### src/rtl/mem_ram_adapter.sv
// Adapter between the core memory port and a 32-bit word-addressed synchronous RAM.
// Unaligned byte/half/word accesses that straddle a word boundary are issued as two RAM beats.
package mem_types_pkg;
    typedef enum logic [2:0] {
        MEM_CTRL_NONE        = 3'd0,
        MEM_CTRL_READ_BYTE   = 3'd1,
        MEM_CTRL_READ_HALF   = 3'd2,
        MEM_CTRL_READ_WORD   = 3'd3,
        MEM_CTRL_STORE_BYTE  = 3'd5,
        MEM_CTRL_STORE_HALF  = 3'd6,
        MEM_CTRL_STORE_WORD  = 3'd7
    } mem_ctrl_t;
endpackage

module mem_ram_adapter
    import mem_types_pkg::*;
#(
    parameter int ADDR_W = 10
) (
    input  logic              clk,
    input  logic              rst,
    input  mem_ctrl_t         mem_ctrl,
    input  logic [31:0]       mem_addr,
    input  logic [31:0]       mem_din,
    output logic [31:0]       mem_dout,
    output logic              mem_ready,
    output logic              ram_en,
    output logic [3:0]        ram_we,
    output logic [ADDR_W-1:0] ram_addr,
    output logic [31:0]       ram_wdata,
    input  logic [31:0]       ram_rdata
);
    typedef enum logic [2:0] {S_IDLE, S_BEAT0, S_BEAT1, S_FETCH, S_RESP} state_t;

    localparam logic [1:0] SZ_BYTE = 2'd0;
    localparam logic [1:0] SZ_HALF = 2'd1;
    localparam logic [1:0] SZ_WORD = 2'd2;

    state_t              r_state, w_state_nxt;
    logic                r_store, r_split;
    logic [1:0]          r_size, r_off;
    logic [ADDR_W-1:0]   r_w;
    logic [31:0]         r_din, r_lo;

    logic                r_ram_en, w_ram_en_nxt;
    logic [3:0]          r_ram_we, w_ram_we_nxt;
    logic [ADDR_W-1:0]   r_ram_addr, w_ram_addr_nxt;
    logic [31:0]         r_ram_wdata, w_ram_wdata_nxt;
    logic [31:0]         r_mem_dout, w_mem_dout_nxt;
    logic                r_mem_ready, w_mem_ready_nxt;

    logic                w_req, w_store, w_split, w_accept, w_unused_addr;
    logic [1:0]          w_size, w_off;
    logic [31:0]         w_hi, w_lo, w_merged;

    function automatic logic [3:0] size_mask(input logic [1:0] size);
        case (size)
            SZ_BYTE: return 4'b0001;
            SZ_HALF: return 4'b0011;
            default: return 4'b1111;
        endcase
    endfunction

    function automatic logic [2:0] size_bytes(input logic [1:0] size);
        case (size)
            SZ_BYTE: return 3'd1;
            SZ_HALF: return 3'd2;
            default: return 3'd4;
        endcase
    endfunction

    function automatic logic [31:0] size_zext(input logic [31:0] d, input logic [1:0] size);
        case (size)
            SZ_BYTE: return d & 32'h0000_00FF;
            SZ_HALF: return d & 32'h0000_FFFF;
            default: return d;
        endcase
    endfunction

    // Undefined encodings fall through to "no request".
    always_comb begin
        w_req   = 1'b1;
        w_store = 1'b0;
        w_size  = SZ_BYTE;
        case (mem_ctrl)
            MEM_CTRL_READ_BYTE:  w_size = SZ_BYTE;
            MEM_CTRL_READ_HALF:  w_size = SZ_HALF;
            MEM_CTRL_READ_WORD:  w_size = SZ_WORD;
            MEM_CTRL_STORE_BYTE: begin w_store = 1'b1; w_size = SZ_BYTE; end
            MEM_CTRL_STORE_HALF: begin w_store = 1'b1; w_size = SZ_HALF; end
            MEM_CTRL_STORE_WORD: begin w_store = 1'b1; w_size = SZ_WORD; end
            default:             w_req = 1'b0;
        endcase
    end

    assign w_off         = mem_addr[1:0];
    assign w_split       = ({1'b0, w_off} + size_bytes(w_size)) > 3'd4;
    assign w_accept      = (r_state == S_IDLE) && w_req;
    assign w_unused_addr = ^mem_addr[31:ADDR_W+2];

    // Shifting by 32 yields zero, so off=0 naturally drops the high word.
    assign w_hi     = r_split ? ram_rdata : 32'd0;
    assign w_lo     = r_split ? r_lo : ram_rdata;
    assign w_merged = (w_lo >> {r_off, 3'b000}) | (w_hi << (6'd32 - {1'b0, r_off, 3'b000}));

    always_comb begin
        w_state_nxt     = r_state;
        w_ram_en_nxt    = 1'b0;
        w_ram_we_nxt    = 4'b0000;
        w_ram_addr_nxt  = r_ram_addr;
        w_ram_wdata_nxt = r_ram_wdata;
        w_mem_dout_nxt  = r_mem_dout;
        w_mem_ready_nxt = 1'b0;
        case (r_state)
            S_IDLE: begin
                if (w_accept) begin
                    w_state_nxt    = S_BEAT0;
                    w_ram_en_nxt   = 1'b1;
                    w_ram_addr_nxt = mem_addr[ADDR_W+1:2];
                    if (w_store) begin
                        w_ram_we_nxt    = size_mask(w_size) << w_off;
                        w_ram_wdata_nxt = mem_din << {w_off, 3'b000};
                    end
                end
            end
            S_BEAT0: begin
                if (r_split) begin
                    w_state_nxt    = S_BEAT1;
                    w_ram_en_nxt   = 1'b1;
                    w_ram_addr_nxt = r_w + ADDR_W'(1);
                    if (r_store) begin
                        w_ram_we_nxt    = size_mask(r_size) >> (3'd4 - {1'b0, r_off});
                        w_ram_wdata_nxt = r_din >> (6'd32 - {1'b0, r_off, 3'b000});
                    end
                end else begin
                    w_state_nxt = S_FETCH;
                end
            end
            S_BEAT1: w_state_nxt = S_FETCH;
            S_FETCH: begin
                w_state_nxt     = S_RESP;
                w_mem_ready_nxt = 1'b1;
                if (!r_store) begin
                    w_mem_dout_nxt = size_zext(w_merged, r_size);
                end
            end
            S_RESP:  w_state_nxt = S_IDLE;
            default: w_state_nxt = S_IDLE;
        endcase
    end

    always_ff @(posedge clk) begin
        if (!rst) begin
            r_state     <= S_IDLE;
            r_ram_en    <= 1'b0;
            r_ram_we    <= 4'b0000;
            r_ram_addr  <= '0;
            r_ram_wdata <= 32'd0;
            r_mem_dout  <= 32'd0;
            r_mem_ready <= 1'b0;
            r_store     <= 1'b0;
            r_split     <= 1'b0;
            r_size      <= SZ_BYTE;
            r_off       <= 2'd0;
            r_w         <= '0;
            r_din       <= 32'd0;
            r_lo        <= 32'd0;
        end else begin
            r_state     <= w_state_nxt;
            r_ram_en    <= w_ram_en_nxt;
            r_ram_we    <= w_ram_we_nxt;
            r_ram_addr  <= w_ram_addr_nxt;
            r_ram_wdata <= w_ram_wdata_nxt;
            r_mem_dout  <= w_mem_dout_nxt;
            r_mem_ready <= w_mem_ready_nxt;
            if (w_accept) begin
                r_store <= w_store;
                r_split <= w_split;
                r_size  <= w_size;
                r_off   <= w_off;
                r_w     <= mem_addr[ADDR_W+1:2];
                r_din   <= mem_din;
            end
            // Beat-0 read data arrives while the second beat is on the bus.
            if (r_state == S_BEAT1) begin
                r_lo <= ram_rdata;
            end
        end
    end

    assign ram_en    = r_ram_en;
    assign ram_we    = r_ram_we;
    assign ram_addr  = r_ram_addr;
    assign ram_wdata = r_ram_wdata;
    assign mem_dout  = r_mem_dout;
    assign mem_ready = r_mem_ready;

endmodule

### config.mk
export PLATFORM = sky130hd
export DESIGN_NAME = mem_ram_adapter
export DESIGN_NICKNAME = d
export VERILOG_FILES = /design/src/rtl/mem_ram_adapter.sv
export SDC_FILE = /design/constraint.sdc
export NUM_CORES = 1
export LEC_CHECK = 0
export CAP_MARGIN = 20
export CORE_MARGIN = 4
export CORE_UTILIZATION = 45
export CTS_BUF_LIST = sky130_fd_sc_hd__clkbuf_8
export DETAILED_ROUTE_END_ITERATION = 10
export PLACE_DENSITY = 0.74
export RECOVER_POWER = 100
export SLEW_MARGIN = 20
export SYNTH_ARGS = -nofsm -noshare
export SYNTH_HDL_FRONTEND = slang
export SYNTH_SLANG_ARGS = --single-unit
### constraint.sdc
create_clock -name clk -period 2.6 [get_ports clk]
set_input_delay 0.52 -clock clk [delete_from_list [all_inputs] [get_ports clk]]
set_output_delay 0.52 -clock clk [all_outputs]
set_load 0.01 [all_outputs]
==> results of run 1 <==
state kept, by name (all words and copies together), names as in the netlist:
register / count
mem_dout: 32
r_din: 32
r_lo: 32
ram_wdata: 32
r_w: 10
ram_addr: 10
ram_we: 4
r_state: 3
r_off: 2
r_size: 2
mem_ready: 1
r_split: 1
r_store: 1
ram_en: 1
how the worst max path moves through the flow:
stage,from,endpoint,cells after the start
after global routing,r_off[0],ram_wdata[16],8
after detailed placement,mem_ctrl[1],ram_addr[4],5
after global placement,mem_ctrl[0],ram_addr[3],6
after floorplan,r_off[0],mem_dout[25],10
after CTS,r_off[0],mem_dout[14],6
final,r_off[0],mem_dout[14],7
worst max-delay path: stages, from the launching register on:
cell and delay (ns):
dfxtp_1 0.35, clkinv_1 0.10, ha_2 0.43, nor3b_2 0.58, clkbuf_1 0.26, a22o_1 0.16, nand2_1 0.06, a311oi_1 0.33
metrics by stage:
step,std cells,utilization [%]
after floorplan,1028,-
after global placement,1399,55.77
after detailed placement,1399,55.77
after CTS,1431,57.63
after global routing,1432,57.20
final,1432,57.20
layer usage:
metal / track usage [%] / wire [µm]
met2: 39.67 / 13300
met5: 0 / 13
met4: 8.055 / 714
met3: 5.925 / 2211
met1: 33.53 / 11680
layout by cell type (no fill, tap or decap), types with 8 or more instances in the layout:
cell type,synthesis,layout
a311oi_1,10,14
nand2_1,226,226
nor3_1,12,12
nand3b_1,9,9
a21oi_1,155,155
o2bb2ai_1,16,16
buf_4,4,28
clkbuf_8,0,19
o21ai_0,25,30
mux2_2,16,16
a211oi_2,23,21
mux2i_1,59,59
a32oi_1,8,8
nand4_1,13,13
a2bb2oi_1,8,9
nand3_1,24,24
a22o_1,17,17
mux4_2,31,31
a22oi_1,16,16
clkdlybuf4s50_1,0,78
dfxtp_1,163,162
dlygate4sd3_1,0,81
nor2_1,20,20
layout make-up:
| type | instances | area [µm²] | area share (%) |
|---|---|---|---|
| multi-input cells | 760 | 5171 | 46.45 |
| flip-flops and latches | 163 | 3264 | 29.32 |
| repair buffers | 203 | 1967 | 17.67 |
| well taps | 265 | 331.6 | 2.979 |
| clock buffers | 19 | 261.5 | 2.349 |
| clock inverters | 13 | 101.3 | 0.9104 |
| inverters | 8 | 32.53 | 0.2922 |
| diodes | 1 | 2.502 | 0.02248 |
cells by family after synthesis:
| logic type | count (synthesis) | synth area share, % |
|---|---|---|
| DFF | 163 | 36.56 |
| AOI/OAI and AO/OA | 311 | 23.96 |
| buffers and inverters | 105 | 5.229 |
| xor gates and xnor gates | 8 | 0.7850 |
| adders and majority gates | 4 | 0.6449 |
| and+or+nand+nor | 331 | 16.37 |
| muxes | 106 | 16.46 |
power breakdown:
part | total [mW] | switching (mW) | internal, mW
Clock | 1.75 | 1.03 | 0.723
Combinational | 2.76 | 1.56 | 1.20
Sequential | 3.04 | 0.225 | 2.82
==> qor.txt, run 1 <==
Number of H-tree levels: 4
Worst rel slew slack: 14.36%
Number of global-route vias before repair: 8137
Tot Pwr: 7.554 mW
Yosys reg bits: 163
Distinct cells, synth: 59
Max Slew Vio Count: 0
Share of cells above drive strength 1: 13.04%
Clk_lat worst skew: 0.47 ns
Hpwl dp: 19090 µm
Via Count: 8510
Design area: 0.01113 mm²
Final GP Congestion: 0.9031
Worst R2R Start: r_off[0]
Final Hold Viols: 0
Post-synthesis area per instance: 8.683 µm²
RSZ-0062 raised after global routing: false
Share of the synthesized area in the top cell type: 36.56%
Gr usage total: 24.88%
DP Area: 0.01085 mm²
R2R Setup Slk: 0.22 ns
EDFF count, synth: 0
Row count: 51
Most common cell in the netlist: nand2_1
GRT overflow: 0
Max IR drop VDD: 0.0004053 V
Async SR Flop Fraction: 0%
Hold Crit Class: register to register
Synth top area cells: dfxtp_1, nand2_1, a21oi_1
CTS Root Cell: clkbuf_8
Final setup margin: 0.2215 ns
Hold depth: 2
R2r endpoint: mem_dout[14]
Cell taking the most area after synthesis: dfxtp_1
Hold buffer count at cts: 0
Power Density: 678.6 mW/mm²
Filler cell count: 1763
Setup Viol. Count Final: 0
Arr. time, crit path: 2.74 ns
Ys flop type: dfxtp_1
Routed WL: 27920 µm
Area Overhead vs Synth: 24.71%
Buffers added on ports: 160
Syn_nets: 1133
Initial drt markers: 1050
Final Net Count: 1258
Initial antenna violation count: 2
Worst Setup Path Type: register to register
Fin crit period: 2.379 ns
DR pass1 iterations: 5
Reg2reg path depth: 7
Die H: 148.8 µm
Die X: 148.8 µm
Starting density of the core: 45.86%
Global-route wire length before repair: 44420 µm
# resized after CTS: 0
CTS tree: done
TNS Setup: 0 ns
Ys Warns: 0
Clk sinks: 163
Layout Skew: 0.01067 ns
Pre-CTS setup slack: 0.2630 ns
Largest net degree at the start of global routing: 69
Setup Fix Bufs, Post-CTS: 0
Vias per std cell: 5.943
Worst Path Max Fanout: 13
HP Start: r_din[8]
Drt wl/cell: 19.49 µm
Worst Tran Pin Value: 1.285 ns
Total CTS buffers: 17
Number of max-cap violations: 0
Highest clock rate: 0.4204 GHz
Sequential share of the synthesized area: 36.56%
Core Footprint: 0.01946 mm²
Cell area after synthesis: 0.008926 mm²
Post-synthesis cell count: 1028
Outcome: completed
Antenna viol nets, final: 0
Most instantiated cells after synthesis: nand2_1, dfxtp_1, a21oi_1
Final hold slack: 0.4585 ns
Kind of end point of the critical path: register
Worst EP required: 2.96 ns
Max clock buf depth: 2
Pleak: 4.164 nW
Crit path launch type: register
Die area: 0.02215 mm²
Hold Path Sink: r_din[8]
IO Count: 181
Crit share post-route: 91.48%
Clk pin slew, worst setup/hold paths: 0.09 ns
DR DRC count: 0
Note: power is estimated with default switching activity, not from simulation.
==> run 2: changes to the inputs <==
Settings changed: CORE_MARGIN 4 to unset, PLACE_DENSITY 0.74 to 0.71.
Clock period 2.6 ns to 2.55 ns, I/O delays scaled along.
==> qor.txt, run 2 (synthesis results as in run 1) <==
GRT overflow: 0 (unchanged)
Core Footprint: 0.01946 mm² (unchanged)
Starting density of the core: 45.86% (unchanged)
Drt wl/cell: 19.16 µm (-1.7%)
Routed WL: 27500 µm (-1.5%)
DR DRC count: 0 (unchanged)
CTS tree: done
Initial antenna violation count: 0 (-2)
Post-route insts no fill: 1435 (+0.21%)
IO Count: 181 (unchanged)
DR pass1 iterations: 6 (+1)
Tot Pwr: 7.823 mW (+3.6%)
Kind of end point of the critical path: register
TNS Setup: 0 ns (unchanged)
Max IR drop VDD: 0.0003696 V (-8.8%)
Max Slew Vio Count: 0 (unchanged)
Final Net Count: 1262 (+0.32%)
Initial drt markers: 955 (-9.0%)
Hold buffer count at cts: 0 (unchanged)
Final hold slack: 0.4571 ns (-0.001473 ns)
Total CTS buffers: 17 (unchanged)
N_diodes: 0 (-1)
Reg2reg path depth: 6 (-1)
Clk_lat worst skew: 0.48 ns (about the same)
Number of H-tree levels: 4 (unchanged)
Layout Skew: 0.01997 ns (+0.009301 ns)
Outcome: completed
Number of max-cap violations: 0 (unchanged)
Largest net degree at the start of global routing: 64 (-7.2%)
Worst Tran Pin Value: 1.066 ns (-0.2188 ns)
Buffers added on ports: 160 (unchanged)
Gr usage total: 27.54% (+2.7 points)
CTS Root Cell: clkbuf_8
Arr. time, crit path: 2.68 ns (-0.06 ns)
Worst Path Max Fanout: 63 (+50)
Setup Fix Bufs, Post-CTS: 0 (unchanged)
Placed cells: 1403 (+0.29%)
# resized after CTS: 0 (unchanged)
Filler cell count: 1750 (-0.74%)
Row count: 51 (unchanged)
Fin crit period: 2.281 ns (-0.09706 ns)
Die H: 142.8 µm (-4.0%)
Die area: 0.02040 mm² (-7.9%)
Commonest cells after routing, fill and taps aside: nand2_1, dfxtp_1, a21oi_1
Hold Crit Class: register to register
Power Density: 700.0 mW/mm² (+3.2%)
Hpwl dp: 19120 µm (+0.16%)
Core Util, Final: 57.42% (+0.23 points)
Number of global-route vias before repair: 8197 (+0.74%)
Worst rel slew slack: 28.40% (+14 points)
Die X: 142.8 µm (-4.0%)
Commonest non-fill, non-tap cell in the layout: nand2_1
Area Overhead vs Synth: 25.20%
Crit path launch type: register
Vias per std cell: 5.969 (+0.45%)
Final GP Congestion: 0.8659 (-4.1%)
Share of cells above drive strength 1: 13.08% (+0.041 points)
Global-route wire length before repair: 43650 µm (-1.7%)
Final Hold Viols: 0 (unchanged)
Worst Setup Path Type: register to register
Highest clock rate: 0.4383 GHz (+4.3%)
Hold depth: 2 (unchanged)
Via Count: 8566 (+0.66%)
Antenna viol nets, final: 0 (unchanged)
Worst EP required: 2.95 ns (about the same)
Clk pin slew, worst setup/hold paths: 0.10 ns (about the same)
Max clock buf depth: 2 (unchanged)
Pleak: 4.212 nW (+1.1%)
Clk sinks: 163 (unchanged)
Crit share post-route: 89.47% (-2.0 points)
Setup Viol. Count Final: 0 (unchanged)
RSZ-0062 raised after global routing: false
[run 2: layer usage]
layer | share of wire (%) | track usage, %
met3 | 7.3 | 5.433
met1 | 43 | 36.89
met5 | 0 | 0
met4 | 2.8 | 11.54
met2 | 47 | 43.24
[run 2: power breakdown]
part	internal (mW)	switching, mW	leakage [nW]	total, mW
registers	2.88	0.225	1.33	3.10
clock network	0.800	1.07	0.193	1.87
logic	1.26	1.59	2.69	2.85
[run 2: final cells by class]
class / instances / area (µm²) / area share, %
sequential: 163 / 3264 / 29.21
clock inverter: 15 / 146.4 / 1.310
timing repair buffer: 207 / 2023 / 18.10
clock buffer: 17 / 234.0 / 2.094
tap: 265 / 331.6 / 2.967
multi-input combinational: 760 / 5145 / 46.04
inverter: 8 / 31.28 / 0.2799
[run 2: worst paths after layout]
kind,end,slack (ns),from
hold / removal,r_din[4],0.46,r_din[4]
setup reg to reg,ram_wdata[11],0.27,r_off[0]
setup / recovery,ram_wdata[11],0.27,r_off[0]
hold reg to reg,r_din[4],0.46,r_din[4]
[run 2: worst max-delay path, cell delays in order (launching register included)]
cell and delay (ns):
dfxtp_1 0.34, clkbuf_4 0.75, nor2b_1 0.26, clkbuf_2 0.31, o2bb2ai_1 0.15, a21oi_1 0.17
a211oi_2 0.23
[run 2: metrics by stage]
| step | worst slack [ns] | area (µm²) |
|---|---|---|
| after floorplan | 0.07376 | 8929 |
| after global placement | 0.2005 | 10910 |
| after detailed placement | 0.1841 | 10910 |
| after global routing | 0.1367 | 11180 |
| after CTS | 0.3636 | 11290 |
| final | 0.2686 | 11180 |
==> RTL edit 1, RTL diff (config.mk and constraints of run 2) <==
The 5 states of `state_t` get a one-hot encoding in 5 bits.
--- a/src/rtl/mem_ram_adapter.sv
+++ b/src/rtl/mem_ram_adapter.sv
@@ -31,5 +31,5 @@
     input  logic [31:0]       ram_rdata
 );
-    typedef enum logic [2:0] {S_IDLE, S_BEAT0, S_BEAT1, S_FETCH, S_RESP} state_t;
+    typedef enum logic [4:0] {S_IDLE = 5'b00001, S_BEAT0 = 5'b00010, S_BEAT1 = 5'b00100, S_FETCH = 5'b01000, S_RESP = 5'b10000} state_t;
 
     localparam logic [1:0] SZ_BYTE = 2'd0;
Function: no difference found for any inputs over 4 cycles, from zero or initial values and one cycle with rst low; so few cycles prove little.
==> RTL edit 1 against run 2 <==
- routed wire length up 0.58%
- power down 9.1%
- sequential cell count up 2
- area after synthesis up 0.17%
- fmax down 0.93%
- clock skew down 0.0089 ns
- clock power down 3%
- design area up 0.90%
- cell count up 1.0%
- setup slack worse by 0.021 ns
==> RTL edit 1: results <==
metrics = {
    "yosys": {
        "async_flop_share_pct": 0,
        "syn_inst": 1033,
        "ys_seq_area_share_pct": 36.9,
        "syn_nets": 1138,
        "synth_ff_type": "dfxtp_1",
        "synthDistinctLibCells": 68,
        "synth_common_cells": "nand2_1 (221), dfxtp_1 (165), a21oi_1 (139), clkbuf_1 (67), mux2i_1 (53)",
        "synth_area_leaders": "dfxtp_1 (37%), nand2_1 (9.3%), a21oi_1 (7.8%)",
        "yosys_warnings": 0,
    },
    "hold_path": {
        "hp-start": "r_lo[7]",
        "worstHoldPathCells": 2,
        "hold_path.class": "reg2reg",
    },
    "worst_setup_path": {
        "critPathKind": "reg2reg",
        "crit_required_ns": 2.97,
        "critPathMaxFanout": 11,
        "reg2reg_from": "r_off[0]",
        "ff2ff_path_depth": 7,
    },
    "clock_network": {
        "cts_resized": 0,
        "clkTransAtPathRegs_ns": 0.10,
        "worstSkewPairLatency_ns": 0.47,
        "cts_buffers": 17,
        "cts-root-buf": "clkbuf_8",
        "cts_setup_buffers": 0,
        "cts_max_level": 4,
        "cts_buffer_depth": 2,
    },
    "sta": {
        "worstMarginPinSlew_ns": 0.699,
        "whs_ns": 0.457,
        "finalWorstSetupSlack_ns": 0.247,
        "fin_worst_skew_ns": 0.0111,
    },
    "pwr": {
        "p_switching_mw": 2.53,
        "ir_drop_uv": 346,
        "leakage_nw": 4.19,
    },
    "drt": {
        "drtIter0Drc": 1006,
        "vias_per_cell": 5.97,
        "routed_wl_um": 27700,
        "via_count": 8655,
        "firstDrtPassIters": 7,
    },
    "global_routing": {
        "grt_pass1_vias": 7954,
        "grt_max_degree": 75,
        "antenna_found_initial": 0,
        "track_usage_pct": 27.7,
        "grt_pass1_wl_um": 43600,
    },
    "place": {
        "io_buffer_count": 160,
        "gp_congestion": 0.944,
        "dpl.cell_count": 1417,
        "pre_cts_ws_ns": 0.303,
        "dpl.hpwl_um": 19200,
    },
    "layout": {
        "fin_nets": 1276,
        "drive_gt1_share_pct": 13.2,
    },
    "outcome": {
        "status": "completed",
    },
}
-- RTL edit 1: cell count changes in the layout (fill, tap and decap cells not counted), moves of 8 or more --
cell / before / now
a211oi_2: 11 / 3
buf_4: 33 / 45
o211ai_1: 5 / 13
a222oi_1: 0 / 14
nand4_1: 13 / 3
a21oi_1: 155 / 139
nor2_1: 20 / 11
o21ai_0: 29 / 14
o2bb2ai_1: 16 / 33
a221oi_1: 0 / 8
a22o_1: 17 / 8
a211oi_1: 13 / 30
-- RTL edit 1: critical path: stages (launching register included) --
cell      delay [ns]
dfxtp_4         0.37
clkinv_2        0.05
ha_1            0.46
nor3b_1         0.31
and2_0          0.55
a221oi_1        0.20
buf_4           0.19
a21oi_1         0.12
-- RTL edit 1: stage by stage --
stage	utilization (%)	area [um^2]
floorplan	-	8960
global placement	56.5	11000
detailed placement	56.5	11000
CTS	58.4	11400
global route	57.9	11300
finish	57.9	11300
-- RTL edit 1: layer usage --
layer | track usage (%) | up-vias | part of all wire (%)
li1 | - | 4098 | -
met1 | 40.2 | 4068 | 46
met2 | 39.9 | 434 | 43
met3 | 6.14 | 55 | 8.9
met4 | 9.90 | 0 | 2.3
met5 | 0 | - | 0
-- RTL edit 1: worst paths after layout --
path | endpoint
max reg2reg | mem_dout[3]
min reg2reg | r_lo[7]
max | mem_dout[3]
min | r_lo[7]
-- RTL edit 1: power groups by stage --
stage,Combinational (mW),Clock [mW],Sequential [mW]
finish,2.29,1.81,3.01
global route,2.49,1.94,3.04
detailed placement,2.36,0,3.07
CTS,2.37,1.85,3.01
global placement,2.34,0,3.07
floorplan,1.39,0,3.08
-- RTL edit 1: final cells by class --
class                   count  area (um^2)
inverters                  10         40.0
diodes                      1         2.50
clock inverters            14          120
well taps                 265          332
repair buffers            219         2060
flip-flops and latches    165         3310
fillers                  1770         8190
multi-input cells         758         5160
clock buffers              18          248
-- RTL edit 1: cell families after synthesis --
| group | after synthesis | share of synthesized area [%] |
|---|---|---|
| compound gates | 323 | 24.9 |
| simple gates | 322 | 16.4 |
| flops | 165 | 36.9 |
| buf+inv | 110 | 5.21 |
| mux | 101 | 15.1 |
| xor+xnor | 8 | 0.784 |
| fa+ha+maj | 4 | 0.644 |
==> RTL edit 2, RTL diff (flow settings as in run 2) <==
Made on the original files. Set the parameter `ADDR_W` to 9 (it was 10).
--- a/src/rtl/mem_ram_adapter.sv
+++ b/src/rtl/mem_ram_adapter.sv
@@ -16,5 +16,5 @@
     import mem_types_pkg::*;
 #(
-    parameter int ADDR_W = 10
+    parameter int ADDR_W = 9
 ) (
     input  logic              clk,
Ports: changed (resized ram_addr); port bits go from 181 to 180. The function was not compared with the original's and may differ.
==> RTL edit 2 against run 2 <==
- count of clock-buffer cells in the layout grew 1
- power shrank 2.9%
- combinational power shrank 15%
- sequential cell count shrank 2
- area after synthesis shrank 1.9%
- sequential share of layout area shrank 0.31 points
- worst hold slack lost 0.0087 ns
- routed wire length grew 3.7%
- setup slack lost 0.085 ns
- critical path depth is the same
- design area shrank 0.17%
==> RTL edit 2: results <==
metrics = {
    "outcome": {
        "status": "completed",
    },
    "drt": {
        "routed_wl_um": 28500,
        "drtIter0Drc": 764,
        "firstDrtPassIters": 7,
        "wl_per_cell_um": 19.6,
    },
    "hold_path": {
        "hold_end": "ram_we[0]",
        "worstHoldPathCells": 3,
        "hp-start": "mem_addr[0]",
    },
    "yosys": {
        "synth_adder_area_share_pct": 0.801,
        "synthDistinctLibCells": 60,
        "synth_mux_area_share_pct": 14.2,
        "synth_area_leaders": "dfxtp_1 (37%), nand2_1 (9.0%), mux2i_1 (8.9%)",
        "ys_seq_area_share_pct": 36.8,
        "syn_area_per_cell_um2": 8.31,
        "syn_nets": 1159,
        "synthXorXnorAreaFrac_pct": 0.901,
    },
    "worst_setup_path": {
        "timing.rr.end": "ram_wdata[19]",
        "critPathMaxFanout": 16,
        "cp_slowest_cell": "or4b_1",
        "cpPeakStageDelay_ns": 0.58,
        "arrival_ns": 2.78,
    },
    "place": {
        "pre_cts_ws_ns": 0.0827,
        "dpl.cell_count": 1425,
        "dpl.hpwl_um": 19400,
        "io_buffer_count": 158,
    },
    "sta": {
        "fmax_mhz": 422,
        "whs_ns": 0.448,
    },
    "global_routing": {
        "grt_pass1_wl_um": 45200,
        "grt_pass1_vias": 8257,
        "track_usage_pct": 29.2,
    },
    "layout": {
        "nFillCells": 1768,
        "fin_nets": 1290,
    },
    "pwr": {
        "ir_drop_uv": 368,
        "leakage_nw": 4.19,
    },
}
[RTL edit 2: cells by family (layout without fill, tap and decap cells)]
group / Yosys count / in the layout
multiplexers: 103 / 103
AND/OR/NAND/NOR: 357 / 357
XOR/XNOR: 9 / 9
AO/OA/AOI/OAI: 313 / 313
buffers and inverters: 105 / 249
adder cells (fa/ha/maj): 5 / 5
flip-flops: 161 / 161
[RTL edit 2: routing by layer]
layer / part of all wire, % / GRT usage, %
met5: 0 / 0
met4: 3.7 / 13.8
met3: 7.7 / 5.87
met2: 46 / 46.7
met1: 43 / 37.8
[RTL edit 2: cell type report]
cell class	count	area share [%]
Sequential cell	161	28.9
Multi-Input combinational cell	787	45.7
Clock inverter	14	1.91
Timing Repair Buffer	210	18.1
Clock buffer	18	2.22
Inverter	7	0.247
Tap cell	260	2.92
[RTL edit 2: power by group]
| part | leakage (nW) | switching, mW | internal (mW) | total (mW) |
|---|---|---|---|---|
| sequential | 1.31 | 0.204 | 2.78 | 2.98 |
| combinational | 2.64 | 1.39 | 1.02 | 2.41 |
| clock | 0.232 | 1.02 | 1.19 | 2.21 |
[RTL edit 2: worst max path at each step]
stage,from,endpoint,cells after the start
2_1_floorplan,r_off[0],ram_we[3],9
3_3_place_gp,mem_ctrl[1],ram_addr[8],5
3_5_place_dp,mem_ctrl[1],ram_addr[8],5
4_1_cts,r_off[0],ram_wdata[26],6
5_1_grt,r_off[0],ram_wdata[19],6
6_report,r_off[0],ram_wdata[19],6
[RTL edit 2: worst max-delay path, delay by kind of cell (launching register included)]
family                   cells  cell delay [ns]
adder cells (fa/ha/maj)      1             0.21
buffers and inverters        2             0.50
AND/OR/NAND/NOR              2             0.93
flip-flops                   1             0.44
AO/OA/AOI/OAI                1             0.23
